### src/rtl/temp_sample_sched_pkg.sv
// temp_sched_pkg: shared widths, display-mode and sampler-state types.
package temp_sched_pkg;
    localparam int TEMP_W = 13;
    localparam int SUM_W = 15;
    typedef logic signed [TEMP_W-1:0] temp_t;
    typedef enum logic [1:0] {MODE_CUR, MODE_AVG, MODE_MIN, MODE_MAX} disp_mode_t;
    typedef enum logic [1:0] {S_EMPTY, S_RUN, S_STALE} samp_state_t;
endpackage

### src/rtl/temp_sample_sched_if.sv
// temp_sample_sched_if: sensor/test inputs and display-path outputs of the scheduler.
interface temp_sample_sched_if;
    import temp_sched_pkg::*;
    logic       tmp_rdy;
    logic       tmp_err;
    temp_t      temp;
    logic       tc_enb;
    temp_t      sw_test;
    logic       mode_btn;
    logic       clr_minmax;
    temp_t      disp_temp;
    disp_mode_t disp_mode;
    logic       sample_tick;
    logic       stale;
    logic       have_data;
    modport master (
        output tmp_rdy, tmp_err, temp, tc_enb, sw_test, mode_btn, clr_minmax,
        input  disp_temp, disp_mode, sample_tick, stale, have_data
    );
    modport slave (
        input  tmp_rdy, tmp_err, temp, tc_enb, sw_test, mode_btn, clr_minmax,
        output disp_temp, disp_mode, sample_tick, stale, have_data
    );
endinterface

### src/rtl/temp_hist_avg.sv
// temp_hist_avg: 4-deep sample history with fill count and registered running sum.
module temp_hist_avg
    import temp_sched_pkg::*;
(
    input  logic  clk,
    input  logic  rst,
    input  logic  i_push,
    input  logic  i_flush,
    input  temp_t i_sample,
    output temp_t o_newest,
    output temp_t o_avg
);
    temp_t                   r_hist [4];
    logic [2:0]              r_fill;
    logic signed [SUM_W-1:0] r_sum;
    logic signed [SUM_W-1:0] w_sum;
    // Running sum: the oldest entry is zero until the history is full.
    assign w_sum = r_sum + SUM_W'(i_sample) - SUM_W'(r_hist[3]);
    assign o_newest = r_hist[0];
    assign o_avg = (r_fill == 3'd4) ? temp_t'(r_sum >>> 2) : r_hist[0];
    always_ff @(posedge clk) begin
        if (rst || i_flush) begin
            r_hist <= '{default: '0};
            r_fill <= '0;
            r_sum  <= '0;
        end else if (i_push) begin
            r_hist <= '{i_sample, r_hist[0], r_hist[1], r_hist[2]};
            r_fill <= (r_fill == 3'd4) ? 3'd4 : r_fill + 3'd1;
            r_sum  <= w_sum;
        end
    end
endmodule

### src/rtl/temp_sample_sched.sv
// temp_sample_sched: periodic sampler, history/min/max tracking and display-source select.
module temp_sample_sched
    import temp_sched_pkg::*;
#(
    parameter int SAMPLE_CYCLES = 25_000_000,
    parameter int STALE_LIMIT   = 4
) (
    input logic                clk,
    input logic                rst,
    temp_sample_sched_if.slave bus
);
    localparam int TW = $clog2(SAMPLE_CYCLES);
    localparam int MW = $clog2(STALE_LIMIT + 1);
    logic [TW-1:0] r_timer;
    logic          r_tick;
    logic          r_tc_d;
    logic [MW-1:0] r_miss;
    samp_state_t   r_state;
    disp_mode_t    r_mode;
    temp_t         r_min, r_max, r_disp;
    logic          r_mm_vld;
    logic          w_flush, w_ok, w_acc, w_miss, w_load, w_have_nxt, w_mm_vld_nxt;
    temp_t         w_sample, w_newest, w_avg, w_latest_nxt, w_min_nxt, w_max_nxt, w_disp_nxt;
    assign w_flush  = bus.tc_enb ^ r_tc_d;
    assign w_ok     = bus.tc_enb | (bus.tmp_rdy & ~bus.tmp_err);
    assign w_acc    = r_tick & ~w_flush & w_ok;
    assign w_miss   = r_tick & ~w_flush & ~w_ok;
    assign w_sample = bus.tc_enb ? bus.sw_test : bus.temp;
    // Trackers reload on the first sample after they were emptied, or on clear-with-accept.
    assign w_load       = w_acc & (bus.clr_minmax | ~r_mm_vld);
    assign w_min_nxt    = (w_load || (w_acc && w_sample < r_min)) ? w_sample : r_min;
    assign w_max_nxt    = (w_load || (w_acc && w_sample > r_max)) ? w_sample : r_max;
    assign w_mm_vld_nxt = ~w_flush & (w_acc | (r_mm_vld & ~bus.clr_minmax));
    assign w_have_nxt   = ~w_flush & (w_acc | (r_state != S_EMPTY));
    assign w_latest_nxt = w_acc ? w_sample : w_newest;
    // Empty trackers hold the last displayed value rather than showing a stale min/max.
    assign w_disp_nxt = !w_have_nxt            ? '0 :
                        (r_mode == MODE_CUR)   ? w_latest_nxt :
                        (r_mode == MODE_AVG)   ? w_avg :
                        !w_mm_vld_nxt          ? r_disp :
                        (r_mode == MODE_MIN)   ? w_min_nxt : w_max_nxt;
    temp_hist_avg u_hist (
        .clk      (clk),
        .rst      (rst),
        .i_push   (w_acc),
        .i_flush  (w_flush),
        .i_sample (w_sample),
        .o_newest (w_newest),
        .o_avg    (w_avg)
    );
    always_ff @(posedge clk) begin
        if (rst) begin
            r_timer  <= TW'(SAMPLE_CYCLES - 1);
            r_tick   <= 1'b0;
            r_tc_d   <= bus.tc_enb;
            r_miss   <= '0;
            r_state  <= S_EMPTY;
            r_mode   <= MODE_CUR;
            r_min    <= '0;
            r_max    <= '0;
            r_mm_vld <= 1'b0;
            r_disp   <= '0;
        end else begin
            r_timer  <= (r_timer == '0) ? TW'(SAMPLE_CYCLES - 1) : r_timer - 1'b1;
            r_tick   <= (r_timer == '0);
            r_tc_d   <= bus.tc_enb;
            r_miss   <= (w_flush || w_acc) ? '0 :
                        (w_miss && r_miss != MW'(STALE_LIMIT)) ? r_miss + 1'b1 : r_miss;
            r_state  <= w_flush ? S_EMPTY :
                        (r_state == S_RUN && w_miss && r_miss == MW'(STALE_LIMIT - 1)) ? S_STALE :
                        (r_state != S_RUN && w_acc) ? S_RUN : r_state;
            r_mode   <= bus.mode_btn ? disp_mode_t'(r_mode + 1'b1) : r_mode;
            r_min    <= w_flush ? '0 : w_min_nxt;
            r_max    <= w_flush ? '0 : w_max_nxt;
            r_mm_vld <= w_mm_vld_nxt;
            r_disp   <= w_disp_nxt;
        end
    end
    assign bus.disp_temp   = r_disp;
    assign bus.disp_mode   = r_mode;
    assign bus.sample_tick = r_tick;
    assign bus.stale       = (r_miss == MW'(STALE_LIMIT));
    assign bus.have_data   = (r_state != S_EMPTY);
endmodule

### src/flat_wrapper.sv
// flat-port wrapper written by rule: the top's interface ports become plain ports
module temp_sample_sched_flat import temp_sched_pkg::*;
#(
    parameter int SAMPLE_CYCLES = 25_000_000,
    parameter int STALE_LIMIT   = 4
)
  (clk, rst, bus_tmp_rdy, bus_tmp_err, bus_temp, bus_tc_enb, bus_sw_test, bus_mode_btn, bus_clr_minmax, bus_disp_temp, bus_disp_mode, bus_sample_tick, bus_stale, bus_have_data);
  temp_sample_sched_if bus_i ();
  input logic clk;
  input logic rst;
  input wire logic [$bits(bus_i.tmp_rdy)-1:0] bus_tmp_rdy;
  input wire logic [$bits(bus_i.tmp_err)-1:0] bus_tmp_err;
  input wire logic [$bits(bus_i.temp)-1:0] bus_temp;
  input wire logic [$bits(bus_i.tc_enb)-1:0] bus_tc_enb;
  input wire logic [$bits(bus_i.sw_test)-1:0] bus_sw_test;
  input wire logic [$bits(bus_i.mode_btn)-1:0] bus_mode_btn;
  input wire logic [$bits(bus_i.clr_minmax)-1:0] bus_clr_minmax;
  output wire logic [$bits(bus_i.disp_temp)-1:0] bus_disp_temp;
  output wire logic [$bits(bus_i.disp_mode)-1:0] bus_disp_mode;
  output wire logic [$bits(bus_i.sample_tick)-1:0] bus_sample_tick;
  output wire logic [$bits(bus_i.stale)-1:0] bus_stale;
  output wire logic [$bits(bus_i.have_data)-1:0] bus_have_data;
  assign bus_i.tmp_rdy = bus_tmp_rdy;
  assign bus_i.tmp_err = bus_tmp_err;
  assign bus_i.temp = bus_temp;
  assign bus_i.tc_enb = bus_tc_enb;
  assign bus_i.sw_test = bus_sw_test;
  assign bus_i.mode_btn = bus_mode_btn;
  assign bus_i.clr_minmax = bus_clr_minmax;
  assign bus_disp_temp = bus_i.disp_temp;
  assign bus_disp_mode = bus_i.disp_mode;
  assign bus_sample_tick = bus_i.sample_tick;
  assign bus_stale = bus_i.stale;
  assign bus_have_data = bus_i.have_data;
  temp_sample_sched #(.SAMPLE_CYCLES(SAMPLE_CYCLES), .STALE_LIMIT(STALE_LIMIT)) u_core (.clk(clk), .rst(rst), .bus(bus_i));
endmodule
### config.mk
export PLATFORM = sky130hd
export DESIGN_NAME = temp_sample_sched_flat
export DESIGN_NICKNAME = d
export VERILOG_FILES = /design/src/rtl/temp_sample_sched_pkg.sv /design/src/rtl/temp_sample_sched_if.sv /design/src/rtl/temp_hist_avg.sv /design/src/rtl/temp_sample_sched.sv /design/src/flat_wrapper.sv
export SDC_FILE = /design/constraint.sdc
export NUM_CORES = 1
export LEC_CHECK = 0
export BUFFER_PORTS_ARGS = -buffer_cell sky130_fd_sc_hd__buf_2
export CORE_MARGIN = 3
export CORE_UTILIZATION = 55
export CTS_BUF_LIST = sky130_fd_sc_hd__clkbuf_2 sky130_fd_sc_hd__clkbuf_4 sky130_fd_sc_hd__clkbuf_8
export DETAILED_ROUTE_END_ITERATION = 10
export PLACE_DENSITY_LB_ADDON = 0.05
export SLEW_MARGIN = 20
export SYNTH_ARGS = -nofsm -noshare
export SYNTH_HDL_FRONTEND = slang
export SYNTH_SLANG_ARGS = --single-unit
### constraint.sdc
create_clock -name clk -period 4.2 [get_ports clk]
set_clock_uncertainty 0.15 [all_clocks]
set_input_delay 0 -clock clk [delete_from_list [all_inputs] [get_ports clk]]
set_output_delay 0 -clock clk [all_outputs]
set_load 0.005 [all_outputs]
Word-level counts from Yosys, hierarchy flattened
Cells that the tools add are included.

Flip-flop bits (word level): 144. Bits of input ports: 33. Output and inout port bits: 18. Word-level logic and storage cells: 84.

$add $sub $neg: 6. $lt $le $gt $ge: 2. Equal/unequal tests: 8. Muxes and demuxes: 12. Bitwise gates (word level): 19. Reductions and logical operators: 20.

Operators with widths (count): 2-to-1 mux 13 bit (9); zero test 25 bit (1); subtractor 25 x 1 -> 25 bit (second input constant) (1); adder 15 x 13 -> 15 bit (1); subtractor 15 x 13 -> 15 bit (1); greater-than comparator 13 bit (1); less-than comparator 13 bit (1); AND 1 bit (8); OR reduction 2 bit (4); adder 3 x 1 -> 3 bit (second input constant) (2); equality test 3 bit (second input constant) (2); logical AND 1 bit (6); NOT 1 bit (6); equality test 2 x 1 -> 1 bit (second input constant) (2); logical OR 1 bit (4); 2-to-1 mux 2 bit (2); OR 1 bit (4); nonzero test 2 bit (2); equality test 3 x 2 -> 1 bit (second input constant) (1); 2-to-1 mux 3 bit (1); inequality test 3 bit (second input constant) (1); nonzero test 3 bit (1); OR reduction 3 bit (1); adder 2 x 1 -> 2 bit (second input constant) (1); 4 further kinds (4).

Logic depth before layout (Yosys ltp)
Gate-level depths: netlist (run 1).

Word-level depth: 11. Mapped depth: 13.

By module
A second synthesis (run 1) with hierarchy kept.

Cells, all modules: 947. Area, all modules: 8250.4 um2.

Modules (own cells, without submodules): temp_sample_sched (times used 1, cells an instance 498, area each 4300.4 um2, seq. area each 1481.4 um2); temp_hist_avg (times used 1, cells an instance 449, area each 3950.0 um2, seq. area each 1401.3 um2).

Worst setup path after synthesis (run 1)
Ideal clock, no wire load.

Path kind: input to register. Start: in bus_tc_enb. End: reg u_core.u_hist.r_sum[13]. Setup time: 140 ps. Arrival: 3001 ps. Path slack: 909 ps. Stages on the path: 13. Cell sequence: buf_6 > clkbuf_1 > mux2i_1 > fa_1 > inv_1 > ha_1 > a21o_1 > a21o_1 > a32o_1 > or3_1 > a31oi_1 > or4_1 > o311ai_0.

Cells in the longest elaborated chain, start to end: 4. Elaborated cells on any way between the ends: 9.

RTL lines: start, declared (RTL line flat_wrapper.sv:14) `input wire logic [$bits(bus_i.tc_enb)-1:0] bus_tc_enb;`; parallel branches: the longest is 4 deep, another holds adder 15 x 13 -> 15 bit; end signal, assigned (RTL line temp_hist_avg.sv:29) `r_sum <= w_sum;`; end, declared (RTL line temp_hist_avg.sv:15) `logic signed [SUM_W-1:0] r_sum;`.

Parallel ways; which one is timed is not known. A chain may end at the register's enable or synchronous reset.

Worst setup path in the final report (run 1)
Same ends and word-level chain as after synthesis.

==> run metrics, run 1 <==
status finished clean; fin area 8733 um^2; post-CTS setup buffer count 0; simple-gate share of the synthesized area 18.40%; Final Hold Fails 0; clk sink count 144; Vias/cell 5.559; Worst VDD drop 0.2355 mV; Post-Synth XOR/XNOR Area 3.453%; syn avg cell area 8.390 um^2; Die H 123.6 um; gp weighted congestion 0.9172; Synth Instances 907; register area 2883 um^2; mux cell area share after synthesis 5.524%; complex-gate fraction of the synthesized area 15.60%; r2r setup slk 1100 ps; Worst-Skew Late Latency 460 ps; RSZ-0062 raised after global routing false; DP Area 8001 um^2; via count 6460; sequential share of the synthesized area 37.88%; top-level port count 51; Clock Path Buffers 2; Pwr Total 2902 uW; slew margin rel. 32.67%; worst path required time 4350 ps; multi-input logic area 4208 um^2; DRC Markers 0; Synth area leader dfxtp_1; Comb pwr share 12.6%; largest net degree at the start of global routing 75; main combinational cell family by area after synthesis simple AND/OR/NAND/NOR gates; Synth area leaders dfxtp_1 (38%), ha_1 (8.2%), nand2_1 (5.9%); cell area after synthesis 7610 um^2; crit end category flop; Global Route Usage Sum 25.97%; count of different cell masters after synthesis 60; pwr dens 332.3 nW/um^2; dpl ws 596.7 ps; Yosys reg bits 144; RR Endpoint u_core.u_hist.r_sum[13]; Worst path max stage delay 520 ps; crit path DAT 3820 ps; post-synthesis adder-cell area fraction 11.90%; initial core utilization 56.79%; Inserted Clock Buffers 17; Layout fillers 1129; Sw Ratio 25.79%; Core ar. 13400 um^2; reg2reg start u_core.u_hist.r_sum[5]; initial antenna violation count 0; LEAKAGE 0.003461 uW; min setup slack post-route 525.1 ps; hold slack 28.64 ps; vias in the first global route 6496; HP Start bus_sw_test[10]; highest clock rate 272.1 MHz; depth of the worst hold-timing path 5; Tcrit/Tclk final 87.50%; H-tree Lvls 4; Slowest cell on crit path dlygate4sd3_1; cell internal pwr 2154 uW; most frequently used flop master after synthesis dfxtp_1; Reg power frac 47.4%; crit-path max FO 18; clock network fraction of total power 40.0%; CTS tree yes; ANT nets after route 0; Synth-to-Final Area Change 14.76%; router iterations before antenna repair 5; post-DP HPWL 13.36 mm; crit path kind input port to flop; top cell type's share of synthesized area 37.88%; ant diodes 0; port bufs 50; final net count 1070; crit path cell chain dlygate4sd3_1 > buf_2 > mux2i_1 > fa_1 > inv_1 > ha_1 > a21o_1 > a21oi_1 > nor3_1 > or3_1 > a31oi_1 > or4_1 > o311ai_0; setup TNS 0 ps; Post-synth EDFFs 0; Worst Max-Slew Pin Slew 1008 ps; first-pass GRT wire length 31.11 mm; Period minus WS final 3675 ps; clk slew on worst S/H paths 80 ps; final wirelength 18.86 mm; Pins Over Slew Limit 0; Core Rows 42; post_cts resized 0; P_sw 748.4 uW; Ys Warns 0; path depth of the worst reg2reg path 11; asr flop ratio synth 0%; syn_nets 1004; Chip Width 123.6 um; grt total ovfl 0; drt wl/cell 16.23 um; Hold Path End u_core.r_min[10]; die area 15280 um^2; endpoints failing setup 0; layout cells sized above 1 11.97%; CP Launch Type input port; Worst Hold Class input port to flop; Max Cap Viol 0; Root Driver clkbuf_8; DRT iter0 DRCs 507
[registers in the layout, indices dropped and copies added, names as in the netlist]
| signal | count |
|---|---|
| u_core.u_hist.r_fill | 3 |
| u_core.bus.disp_temp | 13 |
| u_core.r_mm_vld | 1 |
| u_core.r_timer | 25 |
| u_core.bus.disp_mode | 2 |
| u_core.u_hist.o_newest | 13 |
| u_core.u_hist.r_sum | 15 |
| u_core.u_hist.r_hist | 39 |
| u_core.bus.sample_tick | 1 |
| u_core.r_max | 13 |
| u_core.r_min | 13 |
| u_core.r_state | 2 |
| u_core.r_tc_d | 1 |
| u_core.r_miss | 3 |
[layout make-up]
class | count | share of cell area (%)
multi-input cells | 624 | 48.18
flip-flops and latches | 144 | 33.01
well taps | 176 | 2.521
repair buffers | 91 | 7.421
clock buffers | 22 | 3.252
inverters | 95 | 4.083
clock inverters | 10 | 1.533
[metrics by stage]
step                      cells  util (%)
after global routing       1162     65.17
after CTS                  1162     65.14
after floorplan             907         -
after global placement     1099     59.71
after detailed placement   1099     59.71
final                      1162     65.17
[cells in the mapped netlist (all sizes together) (2+ instances only)]
master / instances
o21ai: 23
nand2: 120
nor3b: 3
o21a: 2
nand2b: 10
xor2: 10
o311ai: 3
nor4: 6
nand4b: 2
fa: 14
a21o: 8
a211oi: 28
dfxtp: 144
clkbuf: 33
mux2i: 42
and3: 6
nor2: 105
a21oi: 75
xnor2: 20
nand4: 7
nand3: 12
or3: 8
a31oi: 6
a221oi: 13
ha: 50
or4: 6
or2: 4
nor2b: 6
o31ai: 5
buf: 11
nor3: 9
inv: 95
o22ai: 4
[kinds of logic (layout without fill, tap and decap cells)]
family                   Yosys count  after routing
AO/OA/AOI/OAI                    178            178
XOR/XNOR                          30             30
adder cells (fa/ha/maj)           64             64
buffers and inverters            139            218
flip-flops                       144            144
multiplexers                      42             42
AND/OR/NAND/NOR                  310            310
[critical path: cells and delay by family]
kind | cells | cell delay (ps)
buf+inv | 3 | 1060
mux | 1 | 500
fa+ha+maj | 2 | 750
simple gates | 3 | 670
compound gates | 4 | 840
[how the worst max path moves through the flow]
stage,from,to,depth (start not counted)
after floorplan,bus_tc_enb,u_core.u_hist.r_sum[13],13
after global placement,bus_tc_enb,u_core.u_hist.r_sum[11],12
after detailed placement,bus_tc_enb,u_core.u_hist.r_sum[13],12
after CTS,bus_tc_enb,u_core.u_hist.r_sum[13],13
after global routing,bus_tc_enb,u_core.u_hist.r_sum[11],13
final,bus_tc_enb,u_core.u_hist.r_sum[13],13
[cell usage in the layout, fill, tap and decap left out, types with 3 or more instances in the layout]
| cell type | instances |
|---|---|
| dfxtp_1 | 144 |
| nand2_1 | 120 |
| nor2_1 | 105 |
| inv_1 | 95 |
| a21oi_1 | 75 |
| ha_1 | 50 |
| buf_2 | 50 |
| mux2i_1 | 42 |
| dlygate4sd3_1 | 31 |
| a211oi_1 | 28 |
| o21ai_0 | 21 |
| xnor2_1 | 20 |
| clkbuf_8 | 19 |
| fa_1 | 14 |
| nand3_1 | 12 |
| xor2_1 | 10 |
| a221oi_2 | 10 |
| nor3_1 | 9 |
| nand2b_1 | 9 |
| buf_4 | 9 |
| a21o_1 | 8 |
| or3_1 | 7 |
| nand4_1 | 7 |
| and3_1 | 6 |
| nor2b_1 | 6 |
| nor4_1 | 5 |
| o31ai_1 | 5 |
| a31oi_1 | 5 |
| or4_1 | 4 |
| clkinv_2 | 4 |
| or2_2 | 3 |
| o22ai_1 | 3 |
| a221oi_1 | 3 |
| clkbuf_4 | 3 |
| bufinv_16 | 3 |
[layer usage]
metal,track usage (%),part of all wire [%],vias up
li1,-,-,3187
met1,31.89,44,3083
met2,44.95,49,161
met3,4.905,4.3,29
met4,10.17,2.3,0
met5,0,0,-
[power by group through the flow]
stage          clock network [uW]  logic (uW)  registers, uW
2_1_floorplan                   0         240           1410
3_3_place_gp                    0         324           1410
3_5_place_dp                    0         333           1410
4_1_cts                      1180         364           1370
5_1_grt                      1240         412           1370
6_report                     1160         367           1370
[repair_timing]
| item | CTS | global route |
|---|---|---|
| hold buffers | 31 | 0 |
| setup endpoints to repair | 0 | 0 |
| hold endpoints to repair | 47 | 0 |
Note: power is estimated with default switching activity, not from simulation.
==> run 2, diff against run 1 <==
Settings changed: ABC_AREA set to 1.
==> run metrics, run 2 <==
status finished clean; first-pass GRT wire length 32.45 mm; layout cells sized above 1 12.71%; syn avg cell area 7.347 um^2; Synth Instances 1092; Worst Max-Slew Pin Slew 1032 ps; Root Driver clkbuf_8; crit path kind input port to flop; min setup slack post-route 483.5 ps; highest clock rate 269.1 MHz; Synth area leaders dfxtp_1 (36%), nand2_1 (9.5%), inv_1 (8.7%); Synth-to-Final Area Change 11.01%; top-count cell post-synth nand2_1; endpoints failing setup 0; CP Launch Type input port; Largest regs u_core.u_hist.r_hist x39, u_core.r_timer x25, u_core.u_hist.r_sum x15; Max Cap Viol 0; Inserted Clock Buffers 17; largest net degree at the start of global routing 44; Period minus WS final 3717 ps; port bufs 50; Post-synth EDFFs 0; cell area after synthesis 8023 um^2; Largest register FFs 39; initial antenna violation count 0; vias in the first global route 6736; count of different cell masters after synthesis 47; syn_nets 1189; most common cell after layout, fill and taps aside nand2_1; Global Route Usage Sum 24.97%; RSZ-0062 raised after global routing false; router iterations before antenna repair 5; dpl ws 550.5 ps; Core Rows 43; LEAKAGE 0.003870 uW; worst path required time 4390 ps; Max Used Layer met4; commonest cells after routing, fill and taps aside nand2_1 (202), inv_1 (186), dfxtp_1 (144); top-level port count 51; Clock Path Buffers 2; Post-Route M1 WL 9.363 mm; H-tree Lvls 4; clk slew on worst S/H paths 80 ps; Synth area leader dfxtp_1; Top reg by flops u_core.u_hist.r_hist; asr flop ratio synth 0%; slew margin rel. 31.18%; final wirelength 19.25 mm; grt total ovfl 0; via count 7058; ANT nets after route 0; Detail Route met3 WL 884 um; crit-path max FO 22; initial core utilization 56.91%; crit path DAT 3910 ps; pwr dens 334.7 nW/um^2; Pins Over Slew Limit 0; ant diodes 0; final net count 1241; CTS tree yes; Tcrit/Tclk final 88.49%; Ys Warns 0; hold slack 47.52 ps; Worst VDD drop 0.3344 mV; DRC Markers 0; post-DP HPWL 13.99 mm; Layout fillers 1367; setup TNS 0 ps; WL met2 8.702 mm; Pwr Total 2981 uW; Worst Hold Class input port to flop; most frequently used flop master after synthesis dfxtp_1; top cell type's share of synthesized area 35.93%; Commonest cells post-synth nand2_1 (202), inv_1 (186), dfxtp_1 (144); Yosys reg bits 144; die area 16070 um^2; Final Hold Fails 0; DRT iter0 DRCs 406; gp weighted congestion 0.8761; drt wl/cell 14.39 um; sequential share of the synthesized area 35.93%; Worst-Skew Late Latency 460 ps; Vias/cell 5.279; clk sink count 144; Chip Width 126.8 um; Die H 126.8 um; Core ar. 14100 um^2; crit end category flop
==> run 2: cell types whose count changed in the layout (fill, tap and decap cells not counted), moves of 15 or more <==
cell | before | now
nand3_1 | 12 | 57
a211oi_1 | 28 | 13
o22ai_1 | 3 | 32
mux2i_1 | 42 | 0
o21ai_0 | 21 | 50
o21ai_1 | 1 | 25
nand2_1 | 120 | 202
inv_1 | 95 | 186
dlygate4sd3_1 | 31 | 15
==> run 2: power breakdown <==
group          total (uW)  leakage (uW)  switching [uW]  internal [uW]
clock                1180      0.000199             556            619
sequential           1370       0.00116            3.85           1370
combinational         433       0.00251             281            152
==> run 2: area by class of cell <==
type / count / area, um^2 / area share, %
Sequential cell: 144 / 2883 / 32.37
Inverter: 196 / 738.2 / 8.289
Clock inverter: 12 / 158.9 / 1.784
Multi-Input combinational cell: 712 / 4178 / 46.91
Tap cell: 180 / 225.2 / 2.529
Timing Repair Buffer: 73 / 460.4 / 5.170
Clock buffer: 20 / 262.8 / 2.950
==> run 2: critical path, stage by stage <==
cell and delay, ps:
dlygate4sd3_1 530, buf_2 170, buf_4 200, o21ai_0 630
inv_1 280, ha_1 420, nand2_1 90, nor2_1 140
nand2_1 60, nor2_1 80, nand2_1 80, nand3_1 100
nand3_2 110, nand2_2 380, inv_1 160, o21ai_0 230
nand2_1 70, nand3_1 110, a21oi_1 60
==> run 2: final timing paths <==
path / start / to / slack, ps / depth (start not counted)
worst max-delay path: bus_tc_enb / u_core.bus.disp_temp[0] / 480 / 19
worst min-delay path: bus_temp[2] / u_core.u_hist.o_newest[2] / 50 / 5
worst max register to register: u_core.u_hist.r_sum[1] / u_core.u_hist.r_sum[11] / 1200 / 16
worst min register to register: u_core.r_timer[0] / u_core.r_timer[0] / 280 / 1
==> run 2: per-stage QoR <==
stage | std cells | area [um^2] | util [%]
6_report | 1337 | 8906 | 63.18
5_1_grt | 1337 | 8906 | 63.18
4_1_cts | 1337 | 8906 | 63.18
3_5_place_dp | 1290 | 8334 | 59.12
3_3_place_gp | 1290 | 8334 | 59.12
2_1_floorplan | 1092 | 8023 | -
==> run 2: what timing repair did <==
action / in CTS / in global routing
gates resized for setup: 0 / 0
hold endpoints to repair: 22 / 0
hold buffers: 15 / 0
buffers inserted: 0 / 0
==> run 2: routing by layer <==
layer  up-vias  GRT usage, %
met3        23         5.137
met1      3246         33.90
li1       3628             -
met2       161         40.26
met5         -             0
met4         0         7.571
==> run 2: logic make-up after synthesis <==
group,count (synthesis),share of synthesized area [%]
AO/OA/AOI/OAI,227,16.50
XOR/XNOR,17,1.950
adder cells (fa/ha/maj),64,11.29
buffers and inverters,236,11.99
flip-flops,144,35.93
AND/OR/NAND/NOR,404,22.33
==> run 3, diff against run 2 <==
Settings changed: GPL_TIMING_DRIVEN set to 0.
==> run metrics, run 3 (synthesis gave the netlist of run 2 again) <==
via count 7155; worst path required time 4390 ps; grt total ovfl 0; most common cell after layout, fill and taps aside nand2_1; commonest cells after routing, fill and taps aside nand2_1 (202), inv_1 (186), dfxtp_1 (144); min setup slack post-route 255.8 ps; dpl ws 159.2 ps; initial core utilization 56.91%; Root Driver clkbuf_8; Largest register FFs 39; slew margin rel. 37.00%; largest net degree at the start of global routing 17; Worst-Skew Late Latency 450 ps; top-level port count 51; Core Rows 43; router iterations before antenna repair 5; fin area 9004 um^2; DRC Markers 0; RSZ-0062 raised after global routing false; CP Launch Type input port; post-DP HPWL 16.17 mm; ant diodes 0; Finished Layout Cells 1362; Worst VDD drop 0.1852 mV; final core occ 63.87%; first-pass GRT wire length 33.43 mm; drt wl/cell 15.02 um; crit path kind input port to flop; status finished clean; clk slew on worst S/H paths 80 ps; Die H 126.8 um; gp weighted congestion 0.9496; crit-path max FO 10; placed insts 1322; DP Area 8498 um^2; Max Cap Viol 0; Largest regs u_core.u_hist.r_hist x39, u_core.r_timer x25, u_core.u_hist.r_sum x15; final net count 1267; Pins Over Slew Limit 0; crit path DAT 4130 ps; Tcrit/Tclk final 93.91%; die area 16070 um^2; highest clock rate 253.5 MHz; clk sink count 144; Period minus WS final 3944 ps; DRT iter0 DRCs 579; port bufs 50; crit end category flop; vias in the first global route 6644; Chip Width 126.8 um; Core ar. 14100 um^2; Worst Max-Slew Pin Slew 935.2 ps; Worst Hold Class input port to flop; CTS tree yes; layout cells sized above 1 13.62%; LEAKAGE 0.003924 uW; H-tree Lvls 4; ANT nets after route 0; initial antenna violation count 0; Top reg by flops u_core.u_hist.r_hist; endpoints failing setup 0; pwr dens 329.6 nW/um^2; Inserted Clock Buffers 17; Vias/cell 5.253; Final Hold Fails 0; final wirelength 20.45 mm; Clock Path Buffers 2; setup TNS 0 ps; Global Route Usage Sum 26.22%; Synth-to-Final Area Change 12.23%
==> run 3: repair_timing <==
item / CTS / global route
hold buffers: 9 / 0
resized for setup: 0 / 4
setup buffers: 0 / 0
setup endpoints to repair: 0 / 13
hold endpoints to repair: 21 / 0
==> run 3: per-stage QoR <==
stage,power (uW),hold WS [ps]
2_1_floorplan,1712,-122.3
3_3_place_gp,1826,117.7
3_5_place_dp,1834,127.3
4_1_cts,2984,20.53
5_1_grt,3115,37.69
6_report,2968,29.79
==> run 3: critical path, stage by stage <==
cell and delay [ps]:
dlygate4sd3_1 530, buf_2 280, clkbuf_1 420, o21ai_0 360, fa_1 680, inv_1 60, ha_1 280, nand2_1 50
nand2_1 50, a21oi_1 80, o21ai_1 300, inv_1 90, o21a_1 210, o21ai_0 340, nand3_1 110, nand2_1 100
nand2_1 60, nand2_1 60, o22ai_1 60
==> run 3: worst paths after layout <==
path	slack, ps	cells after the start	start	to
max	260	19	bus_tc_enb	u_core.u_hist.r_sum[11]
min	30	5	bus_temp[1]	u_core.u_hist.o_newest[1]
max reg2reg	1170	16	u_core.u_hist.r_sum[1]	u_core.u_hist.r_sum[11]
min reg2reg	270	1	u_core.r_timer[0]	u_core.r_timer[0]
==> run 3: report_power, final <==
group          internal [uW]  switching, uW  leakage (uW)  total, uW
combinational            151            294       0.00257        445
clock                    610            540      0.000195       1150
sequential              1370           3.62       0.00116       1370
==> run 3: layout make-up <==
type,count,area [um^2]
Clock inverter,12,158.9
Fill cell,1335,5092
Buffer,40,225.2
Sequential cell,144,2883
Tap cell,180,225.2
Inverter,196,738.2
Multi-Input combinational cell,712,4178
Clock buffer,19,255.2
Timing Repair Buffer,59,340.3
==> run 3: layer usage <==
| layer | global-route usage, % | part of all wire (%) |
|---|---|---|
| met1 | 37.67 | 49 |
| met2 | 40.04 | 43 |
| met3 | 5.937 | 6.2 |
| met4 | 6.562 | 1.6 |
| met5 | 0 | 0 |
